### config.mk
export PLATFORM = sky130hd
export DESIGN_NAME = sccb_target_emu_flat
export DESIGN_NICKNAME = d
export VERILOG_FILES = /design/src/rtl/sccb_target_emu_if.sv /design/src/rtl/sccb_target_emu.sv /design/src/flat_wrapper.sv
export SDC_FILE = /design/constraint.sdc
export NUM_CORES = 2
export LEC_CHECK = 0
export ABC_AREA = 1
export BUFFER_PORTS_ARGS = -buffer_cell sky130_fd_sc_hd__buf_2
export CORE_MARGIN = 4
export CORE_UTILIZATION = 25
export DETAILED_ROUTE_END_ITERATION = 7
export GPL_TIMING_DRIVEN = 0
export HOLD_SLACK_MARGIN = 0.06
export REMOVE_ABC_BUFFERS = 1
export SLEW_MARGIN = 20
export SYNTH_ARGS = -nofsm -noshare
export SYNTH_HDL_FRONTEND = slang
export SYNTH_SLANG_ARGS = --single-unit
### constraint.sdc
create_clock -name PCLK -period 87.9 [get_ports PCLK]
set_input_delay 13.185 -clock PCLK [delete_from_list [all_inputs] [get_ports PCLK]]
set_output_delay 13.185 -clock PCLK [all_outputs]
set_load 0.005 [all_outputs]
### src/rtl/sccb_target_emu_if.sv
// SCCB target emulator bus bundle: the two SCCB line levels seen by the
// target, the open-drain pull-down enable, and the write-commit report.
// master: drives the line levels and observes the target.
// slave : the target itself.
interface sccb_target_emu_if;
  logic       sioc_i;
  logic       siod_i;
  logic       siod_oe;
  logic       wr_valid;
  logic [7:0] wr_addr;
  logic [7:0] wr_data;
  logic       busy;

  modport master (
    output sioc_i, siod_i,
    input  siod_oe, wr_valid, wr_addr, wr_data, busy
  );

  modport slave (
    input  sioc_i, siod_i,
    output siod_oe, wr_valid, wr_addr, wr_data, busy
  );
endinterface

### src/rtl/sccb_target_emu.sv
// SCCB target emulator: answers 3-phase writes and 2-phase write + 2-phase
// read transactions against an internal 2**ADDR_W x 8 register file.
// Both SCCB lines are oversampled on PCLK; sio_d is only ever pulled low.
// Optional feature macro: SCCB_TARGET_ACK_EN -- when defined, the target
// pulls sio_d low for the 9th bit after a matching ID, the sub-address and
// the write data, emulating a camera ACK.
module sccb_target_emu #(
  parameter logic [7:0] DEV_ID = 8'h42,
  parameter int         ADDR_W = 8
) (
  input  logic              PCLK,
  input  logic              PRESET,
  sccb_target_emu_if.slave  bus
);

`ifdef SCCB_TARGET_ACK_EN
  localparam bit ACK_EN = 1'b1;
`else
  localparam bit ACK_EN = 1'b0;
`endif

  localparam int DEPTH = 1 << ADDR_W;

  typedef enum logic [3:0] {
    S_IDLE, S_ID, S_ID_X, S_SUB, S_SUB_X,
    S_WDAT, S_WDAT_X, S_RDAT, S_RDAT_X, S_IGNORE
  } state_t;

  state_t r_state, w_state_nxt;

  logic       r_sioc_s1, r_sioc_s2, r_sioc_h;
  logic       r_siod_s1, r_siod_s2, r_siod_h;
  logic [7:0] r_shift;
  logic [3:0] r_cnt;
  logic [7:0] r_sub_addr;
  logic       r_oe, r_busy, r_wr_valid;
  logic [7:0] r_wr_addr, r_wr_data;
  logic [7:0] r_regs [DEPTH];

  logic       w_sioc_rise, w_sioc_fall, w_start, w_stop;
  logic [7:0] w_byte;
  logic       w_id_match, w_last_bit;
  logic       w_oe_nxt, w_busy_nxt;
  logic       w_shift_en, w_sub_fire, w_wr_fire, w_rd_load, w_rd_shift;

  // Two-flop synchronizer plus history flop per line; idle bus level is high.
  always_ff @(posedge PCLK or posedge PRESET) begin
    // NOTE: sequential state is assigned with <= so every flop sees pre-edge values.
    if (PRESET) begin
      r_sioc_s1 <= 1'b1;
      r_sioc_s2 <= 1'b1;
      r_sioc_h  <= 1'b1;
      r_siod_s1 <= 1'b1;
      r_siod_s2 <= 1'b1;
      r_siod_h  <= 1'b1;
    end else begin
      r_sioc_s1 <= bus.sioc_i;
      r_sioc_s2 <= r_sioc_s1;
      r_sioc_h  <= r_sioc_s2;
      r_siod_s1 <= bus.siod_i;
      r_siod_s2 <= r_siod_s1;
      r_siod_h  <= r_siod_s2;
    end
  end

  assign w_sioc_rise = r_sioc_s2 & ~r_sioc_h;
  assign w_sioc_fall = ~r_sioc_s2 & r_sioc_h;
  assign w_start     = r_sioc_s2 & ~r_siod_s2 & r_siod_h;
  assign w_stop      = r_sioc_s2 & r_siod_s2 & ~r_siod_h;
  assign w_byte      = {r_shift[6:0], r_siod_s2};
  assign w_id_match  = (r_shift[7:1] == DEV_ID[7:1]);
  assign w_last_bit  = (r_cnt == 4'd7);

  // State register.
  always_ff @(posedge PCLK or posedge PRESET) begin
    if (PRESET) r_state <= S_IDLE;
    else        r_state <= w_state_nxt;
  end

  // Next-state logic: STOP beats START beats any sioc edge.
  always_comb begin
    // NOTE: default assignment first so no path through the case infers a latch.
    w_state_nxt = r_state;
    if (w_stop) begin
      w_state_nxt = S_IDLE;
    end else if (w_start) begin
      w_state_nxt = S_ID;
    end else begin
      case (r_state)
        S_ID:     if (w_sioc_rise && w_last_bit) w_state_nxt = S_ID_X;
        S_ID_X:   if (w_sioc_rise) begin
                    if (!w_id_match)     w_state_nxt = S_IGNORE;
                    else if (r_shift[0]) w_state_nxt = S_RDAT;
                    else                 w_state_nxt = S_SUB;
                  end
        S_SUB:    if (w_sioc_rise && w_last_bit) w_state_nxt = S_SUB_X;
        S_SUB_X:  if (w_sioc_rise) w_state_nxt = S_WDAT;
        S_WDAT:   if (w_sioc_rise && w_last_bit) w_state_nxt = S_WDAT_X;
        S_WDAT_X: if (w_sioc_rise) w_state_nxt = S_IGNORE;
        S_RDAT:   if (w_sioc_fall && r_cnt == 4'd8) w_state_nxt = S_RDAT_X;
        S_RDAT_X: if (w_sioc_rise) w_state_nxt = S_IGNORE;
        default:  w_state_nxt = r_state;
      endcase
    end
  end

  // Output/control decode: sampling on sioc rise, driving on sioc fall.
  always_comb begin
    w_oe_nxt   = r_oe;
    w_busy_nxt = r_busy;
    w_shift_en = 1'b0;
    w_sub_fire = 1'b0;
    w_wr_fire  = 1'b0;
    w_rd_load  = 1'b0;
    w_rd_shift = 1'b0;
    if (w_stop) begin
      w_oe_nxt   = 1'b0;
      w_busy_nxt = 1'b0;
    end else if (w_start) begin
      w_busy_nxt = 1'b1;
    end else begin
      if (w_sioc_rise) begin
        case (r_state)
          S_ID:    w_shift_en = 1'b1;
          S_SUB:   begin w_shift_en = 1'b1; w_sub_fire = w_last_bit; end
          S_WDAT:  begin w_shift_en = 1'b1; w_wr_fire  = w_last_bit; end
          S_ID_X:  w_rd_load = w_id_match & r_shift[0];
          default: ;
        endcase
      end
      if (w_sioc_fall) begin
        case (r_state)
          S_ID_X:             w_oe_nxt = ACK_EN & w_id_match;
          S_SUB_X, S_WDAT_X:  w_oe_nxt = ACK_EN;
          S_RDAT: begin
            if (r_cnt == 4'd8) begin
              w_oe_nxt = 1'b0;
            end else begin
              w_oe_nxt   = ~r_shift[7];
              w_rd_shift = 1'b1;
            end
          end
          default:            w_oe_nxt = 1'b0;
        endcase
      end
    end
  end

  // Datapath: shift register, bit counter, sub-address and output registers.
  always_ff @(posedge PCLK or posedge PRESET) begin
    if (PRESET) begin
      r_shift    <= 8'h00;
      r_cnt      <= 4'd0;
      r_sub_addr <= 8'h00;
      r_oe       <= 1'b0;
      r_busy     <= 1'b0;
      r_wr_valid <= 1'b0;
      r_wr_addr  <= 8'h00;
      r_wr_data  <= 8'h00;
    end else begin
      r_oe       <= w_oe_nxt;
      r_busy     <= w_busy_nxt;
      r_wr_valid <= w_wr_fire;
      if (w_wr_fire) begin
        r_wr_addr <= r_sub_addr;
        r_wr_data <= w_byte;
      end
      if (w_sub_fire) r_sub_addr <= w_byte;
      if (w_start || w_stop) begin
        r_cnt <= 4'd0;
      end else if (w_shift_en) begin
        r_shift <= w_byte;
        r_cnt   <= w_last_bit ? 4'd0 : r_cnt + 4'd1;
      end else if (w_rd_load) begin
        r_shift <= r_regs[r_sub_addr[ADDR_W-1:0]];
        r_cnt   <= 4'd0;
      end else if (w_rd_shift) begin
        r_shift <= {r_shift[6:0], 1'b0};
        r_cnt   <= r_cnt + 4'd1;
      end
    end
  end

  // Register file, written once per committed 3-phase write.
  always_ff @(posedge PCLK or posedge PRESET) begin
    // NOTE: the memory is reset because reads after reset must return 8'h00; this keeps it in flops, not RAM.
    if (PRESET) begin
      for (int i = 0; i < DEPTH; i++) r_regs[i] <= 8'h00;
    end else if (w_wr_fire) begin
      r_regs[r_sub_addr[ADDR_W-1:0]] <= w_byte;
    end
  end

  assign bus.siod_oe  = r_oe;
  assign bus.busy     = r_busy;
  assign bus.wr_valid = r_wr_valid;
  assign bus.wr_addr  = r_wr_addr;
  assign bus.wr_data  = r_wr_data;

endmodule

### src/flat_wrapper.sv
// flat-port wrapper written by rule: the top's interface ports become plain ports
module sccb_target_emu_flat 
#(
  parameter logic [7:0] DEV_ID = 8'h42,
  parameter int         ADDR_W = 8
)
  (PCLK, PRESET, bus_sioc_i, bus_siod_i, bus_siod_oe, bus_wr_valid, bus_wr_addr, bus_wr_data, bus_busy);
  sccb_target_emu_if bus_i ();
  input  logic PCLK;
  input  logic PRESET;
  input wire logic [$bits(bus_i.sioc_i)-1:0] bus_sioc_i;
  input wire logic [$bits(bus_i.siod_i)-1:0] bus_siod_i;
  output wire logic [$bits(bus_i.siod_oe)-1:0] bus_siod_oe;
  output wire logic [$bits(bus_i.wr_valid)-1:0] bus_wr_valid;
  output wire logic [$bits(bus_i.wr_addr)-1:0] bus_wr_addr;
  output wire logic [$bits(bus_i.wr_data)-1:0] bus_wr_data;
  output wire logic [$bits(bus_i.busy)-1:0] bus_busy;
  assign bus_i.sioc_i = bus_sioc_i;
  assign bus_i.siod_i = bus_siod_i;
  assign bus_siod_oe = bus_i.siod_oe;
  assign bus_wr_valid = bus_i.wr_valid;
  assign bus_wr_addr = bus_i.wr_addr;
  assign bus_wr_data = bus_i.wr_data;
  assign bus_busy = bus_i.busy;
  sccb_target_emu #(.DEV_ID(DEV_ID), .ADDR_W(ADDR_W)) u_core (.PCLK(PCLK), .PRESET(PRESET), .bus(bus_i));
endmodule
* After elaboration in Yosys (flattened, before gate mapping)
Cells that the tools add are included.
** Cells by class
- Add/subtract/negate cells :: 1
- $lt $le $gt $ge :: 2
- Equality and inequality tests :: 19
- Muxes and demuxes :: 54
- Bitwise operators :: 14
- Reduce and logical (&&, ||, !) cells :: 14
** Operators by type and width (number)
- 2048-bit bitwise mux :: 1
- 8-bit binary-select mux with 8-bit select :: 1
- 8-bit demux with 8-bit select :: 1
- 4-bit two-way mux :: 15
- 8-bit two-way mux :: 6
- 1-bit two-way mux :: 28
- 4-bit by 1-bit inequality test with 1-bit output, second input constant :: 7
- 4-bit case mux with 7 select lines :: 1
- 4-bit by 3-bit equality test with 1-bit output, second input constant :: 5
- 9-bit >= comparator, second input constant :: 1
- 9-bit by 1-bit < comparator with 1-bit output, second input constant :: 1
- 8-bit inverter with 9-bit output :: 1
- 9-bit nonzero test :: 1
- 4-bit by 2-bit equality test with 1-bit output, second input constant :: 2
- 4-bit equality test, second input constant :: 2
- 8-bit AND reduction :: 1
- 1-bit AND :: 7
- 7-bit by 6-bit equality test with 1-bit output, second input constant :: 1
- 1-bit inverter :: 6
- 4-bit by 1-bit adder with 4-bit output, second input constant :: 1
- 4-bit by 1-bit equality test with 1-bit output, second input constant :: 1
- 2-bit AND reduction :: 2
- 2-bit nonzero test :: 2
- 4-bit nonzero test :: 1
- 7 further kinds :: 9
** Word-level totals
- Register bits after elaboration :: 2097
- Bits of input ports :: 4
- Output and inout bits :: 19
- Logic and storage cells :: 375

* Depth between registers and ports, before layout
- Depth after elaboration :: 10
- Gate-level depth with buffers :: 18
- Mapped depth without buffers :: 15

* Worst setup path before layout
OpenSTA, ideal clock, no wires.
- Path type :: reg2out
- From :: register u_core.r_oe, in the netlist u_core.bus.siod_oe
- To :: output bus_siod_oe
- Arrival time :: 0.362 ns
- Required time :: 74.715 ns
- Slack :: 74.353 ns
- Stages on the path, launching flop included :: 1
- Buffers on the path :: 0
- Path through :: dfrtp_1
** RTL lines
- from (decl) :: RTL line sccb_target_emu.sv:36 : logic r_oe, r_busy, r_wr_valid;
- from (signal assigned) :: RTL line sccb_target_emu.sv:161 : r_oe <= w_oe_nxt;
- to (decl) :: RTL line flat_wrapper.sv:13 : output wire logic [$bits(bus_i.siod_oe)-1:0] bus_siod_oe;
No word-level cell between the ends.

==> impl_metrics.toml <==
[status]
status = "finished clean"

[route]
vias = 76700
drc_errors = 0
wire_per_inst_um = 17.8
drt-total-wl_um = 291000
dr.pass1.iters = 7
viasPerCell = 4.71
drt_iter0_markers = 7102
ant_nets = 0

[placement]
routabilityCongestion = 0.815
portBuffers = 22
hpwl_um = 178000

[clock_network]
cts_hold_buf = 0
clockBufferDepth = 4
cts_buffers = 213
cts-root-buf = "clkbuf_16"
insertion_delay_ns = 0.91
clk_pin_slew_ns = 0.06
htreeDepth = 4
postCtsSetupBuffers = 0
cts_tree = "yes"
cts.repair.resized = 0
clock-sinks = 2097

[synth]
synth_compound_area_share_pct = 12.8
yosys.area_share.simple_pct = 26.9
muxShareOfSynthArea_pct = 0
ys_warn_count = 0
syn_avg_cell_area_um2 = 8.18
synth_xor_area_share_pct = 0.00928
mappedNetlistArea_um2 = 94400
seq_area_frac_synth_pct = 55.6
synthTopCellsByArea = "dfrtp_1, nand2_1, o21ai_0, o21ai_1, clkbuf_1"
synth_seq_cells = 2097
synth_cell_types = 39
syn_inst = 11500
synth_top_area_share_pct = 55.4
synth_adder_area_share_pct = 0.0265
synth_top_family_by_area = "simple AND/OR/NAND/NOR gates"
synth_top_area_cell = "dfrtp_1"

[worst_setup_path]
max_stage_delay_ns = 0.43
crit_buf_inv = 6
worst_path_most_repeated_cell = "buf_16"
critical_path_arrival_ns = 15.82
worst-path-max-fanout = 98
cp.required_ns = 88.87
path_cells = "buf_2, inv_8, buf_16, buf_16, buf_16, buf_16"
slowest_stage = "buf_16"
critical_path.startpoint = "PRESET"
r2r_cells = 21
crit_path_end_kind = "asynchronous set/reset pin"
worstSetupPathType = "primary input to asynchronous set/reset pin"
critPathTopFamily = "buffers and inverters"
start_kind = "primary input"
reg2reg_setup_slack_ns = 82.68
r2r_start = "u_core.r_sub_addr[1]"
rr_endpoint = "u_core.r_shift[4]"

[timing]
finalHoldViolCount = 0
period_needed_ns = 14.85
setup_viol = 0
tightestPinTransition_ns = 1.12
max_freq_ghz = 0.0673
finalSetupTns_ns = 0
slew_headroom_pct = 24.9
drv_slew = 0
rsz0062_at_grt = "false"
skew_ns = 0.0431
period_share_pct = 16.9

[grt]
grt.overflow.total = 0
grt_pass1_wl_um = 452000
antenna_found_initial = 2
grt_max_degree = 102
grtUsageTotal_pct = 14.6
grt_pass1_vias = 72800

[finish]
nets = 11100
utilization_pct = 28.8
fillers = 39900
synthToLayoutAreaGrowth_pct = 14.6
drive_gt1_share_pct = 7.01

[die]
dieArea_um2 = 387000
start_util_pct = 25.1
core-area_um2 = 376000
ios = 23
die_x_um = 622
num_rows = 225
die_h_um = 622

[hold_path]
holdPathStages = 0
min_from = "u_core.r_siod_s1"
hp-class = "flip-flop to flip-flop"
hold_path_end = "u_core.r_siod_s2"

[power]
p_per_area_nw_per_um2 = 18.5
p_leak_uw = 0.0491
peakVddDrop_mv = 0.0167

[flow_run]
maxCapViolations = 0
[layout by cell type (no fill, tap or decap), types with 2 or more instances in the layout]
master / instances
a21oi_1: 88
clkbuf_1: 43
dfrtp_1: 2089
inv_1: 34
buf_6: 2
o21ai_1: 1003
buf_2: 22
nor3_1: 5
nor2_2: 8
buf_16: 112
nor2_1: 145
nand2_2: 30
a22oi_1: 48
dfrtp_4: 2
nand4_1: 318
clkinvlp_4: 5
nand3_1: 70
nand2_4: 131
ha_1: 2
o21ai_0: 1221
clkinv_4: 6
dfstp_2: 6
inv_2: 10
buf_12: 68
inv_8: 9
o21ai_2: 8
nand2_1: 5421
buf_8: 4
clkbuf_16: 216
diode_2: 2
bufinv_16: 10
inv_6: 2
clkinv_2: 43
clkbuf_8: 50
nand3_4: 3
o22ai_1: 2
nor2_4: 37
[flip-flops by register name, summed over array words and instances (netlist names), 4 cells and up]
register / count
u_core.r_regs: 2048
u_core.bus.wr_addr: 8
u_core.bus.wr_data: 8
u_core.r_shift: 8
u_core.r_sub_addr: 8
u_core.r_cnt: 4
u_core.r_state: 4
[worst reg2reg max path: stages (launching register included)]
cell and delay (ns):
dfrtp_4 0.62, buf_12 0.25, buf_12 0.21, inv_8 0.55, buf_16 0.42, nor2_4 0.22, buf_12 0.22, buf_12 0.18
buf_12 0.20, buf_12 0.18, nand2_1 0.11, nand4_1 0.08, nand2_1 0.10, nand2_1 0.06, o21ai_0 0.59, nand2_1 0.12
nor2_1 0.12, nand2_1 0.17, nor2_1 0.45, nand2_1 0.11, nand2_1 0.08, nand2_1 0.06
[layer usage]
metal  part of all wire, %  GRT usage [%]  vias up
met5                     0              0        -
met4                   4.5           6.22        0
met3                   5.4           1.73      574
met2                    46           23.5     2181
met1                    44           19.9    37400
li1                      -              -    36600
[final cells by class]
| type | count | area [um2] | area share [%] |
|---|---|---|---|
| Multi-Input combinational cell | 8552 | 37600 | 34.8 |
| Clock buffer | 309 | 6250 | 5.78 |
| Sequential cell | 2097 | 52500 | 48.5 |
| Antenna cell | 2 | 5.00 | 0.00463 |
| Inverter | 58 | 305 | 0.282 |
| Timing Repair Buffer | 209 | 4640 | 4.29 |
| Tap cell | 4994 | 6250 | 5.78 |
| Clock inverter | 64 | 624 | 0.577 |
[cells in the mapped netlist]
cell type	count
o21ai_0	1221
dfrtp_1	2091
dfstp_2	6
o21bai_1	1
clkinv_1	5
o22ai_1	2
clkbuf_1	548
inv_2	12
o211ai_1	1
ha_1	2
buf_1	28
nand3_4	3
a22oi_1	48
nand4_1	318
nand3_2	1
nand3_1	70
o21ai_2	8
a21oi_1	88
inv_1	41
nor2_1	160
nor3_4	1
nand2_4	131
buf_12	12
o21ai_1	1003
or2_2	1
nor2_4	23
o311ai_0	1
xor2_1	1
buf_2	150
buf_6	91
o41ai_1	1
nor3_1	6
nor2_2	7
nand2_1	5421
nand3b_1	1
nand2_2	30
nor4_1	1
buf_4	6
o2111ai_1	1
[stage by stage]
| step | power, uW | cell area [um2] | hold WS (ns) | cells | setup slack, ns |
|---|---|---|---|---|---|
| detailed placement | 1110 | 101000 | 0.348 | 15900 | 72.13 |
| finish | 2000 | 108000 | 0.364 | 16300 | 73.05 |
| global placement | 1100 | 96500 | 0.347 | 15700 | -11.23 |
| CTS | 2020 | 108000 | 0.359 | 16300 | 73.02 |
| floorplan | 1040 | 90200 | 0.345 | 10700 | 15.49 |
| global route | 2070 | 108000 | 0.365 | 16300 | 72.74 |
[cell families (layout without fill, tap and decap cells)]
family,after synthesis,after routing
xor+xnor,1,1
simple gates,6174,6174
buf+inv,893,640
other cells,0,2
flops,2097,2097
compound gates,2375,2375
fa+ha+maj,2,2
[worst max-delay path by stage]
stage,to,slack (ns),depth (start not counted)
after floorplan,u_core.bus.busy,15.49,1
after global placement,u_core.r_regs[1722],-11.23,2
after detailed placement,u_core.r_sub_addr[1],72.13,6
after CTS,u_core.r_regs[1711],73.02,6
after global routing,u_core.r_regs[1713],72.74,6
final,u_core.r_sioc_s1,73.05,6
[report_power, final]
part           switching [uW]  internal (uW)  total, uW
logic                     106           18.2        124
registers                3.09            967        970
clock network             389            521        909
total                     498           1510       2000
(Power assumes the default switching activity.)
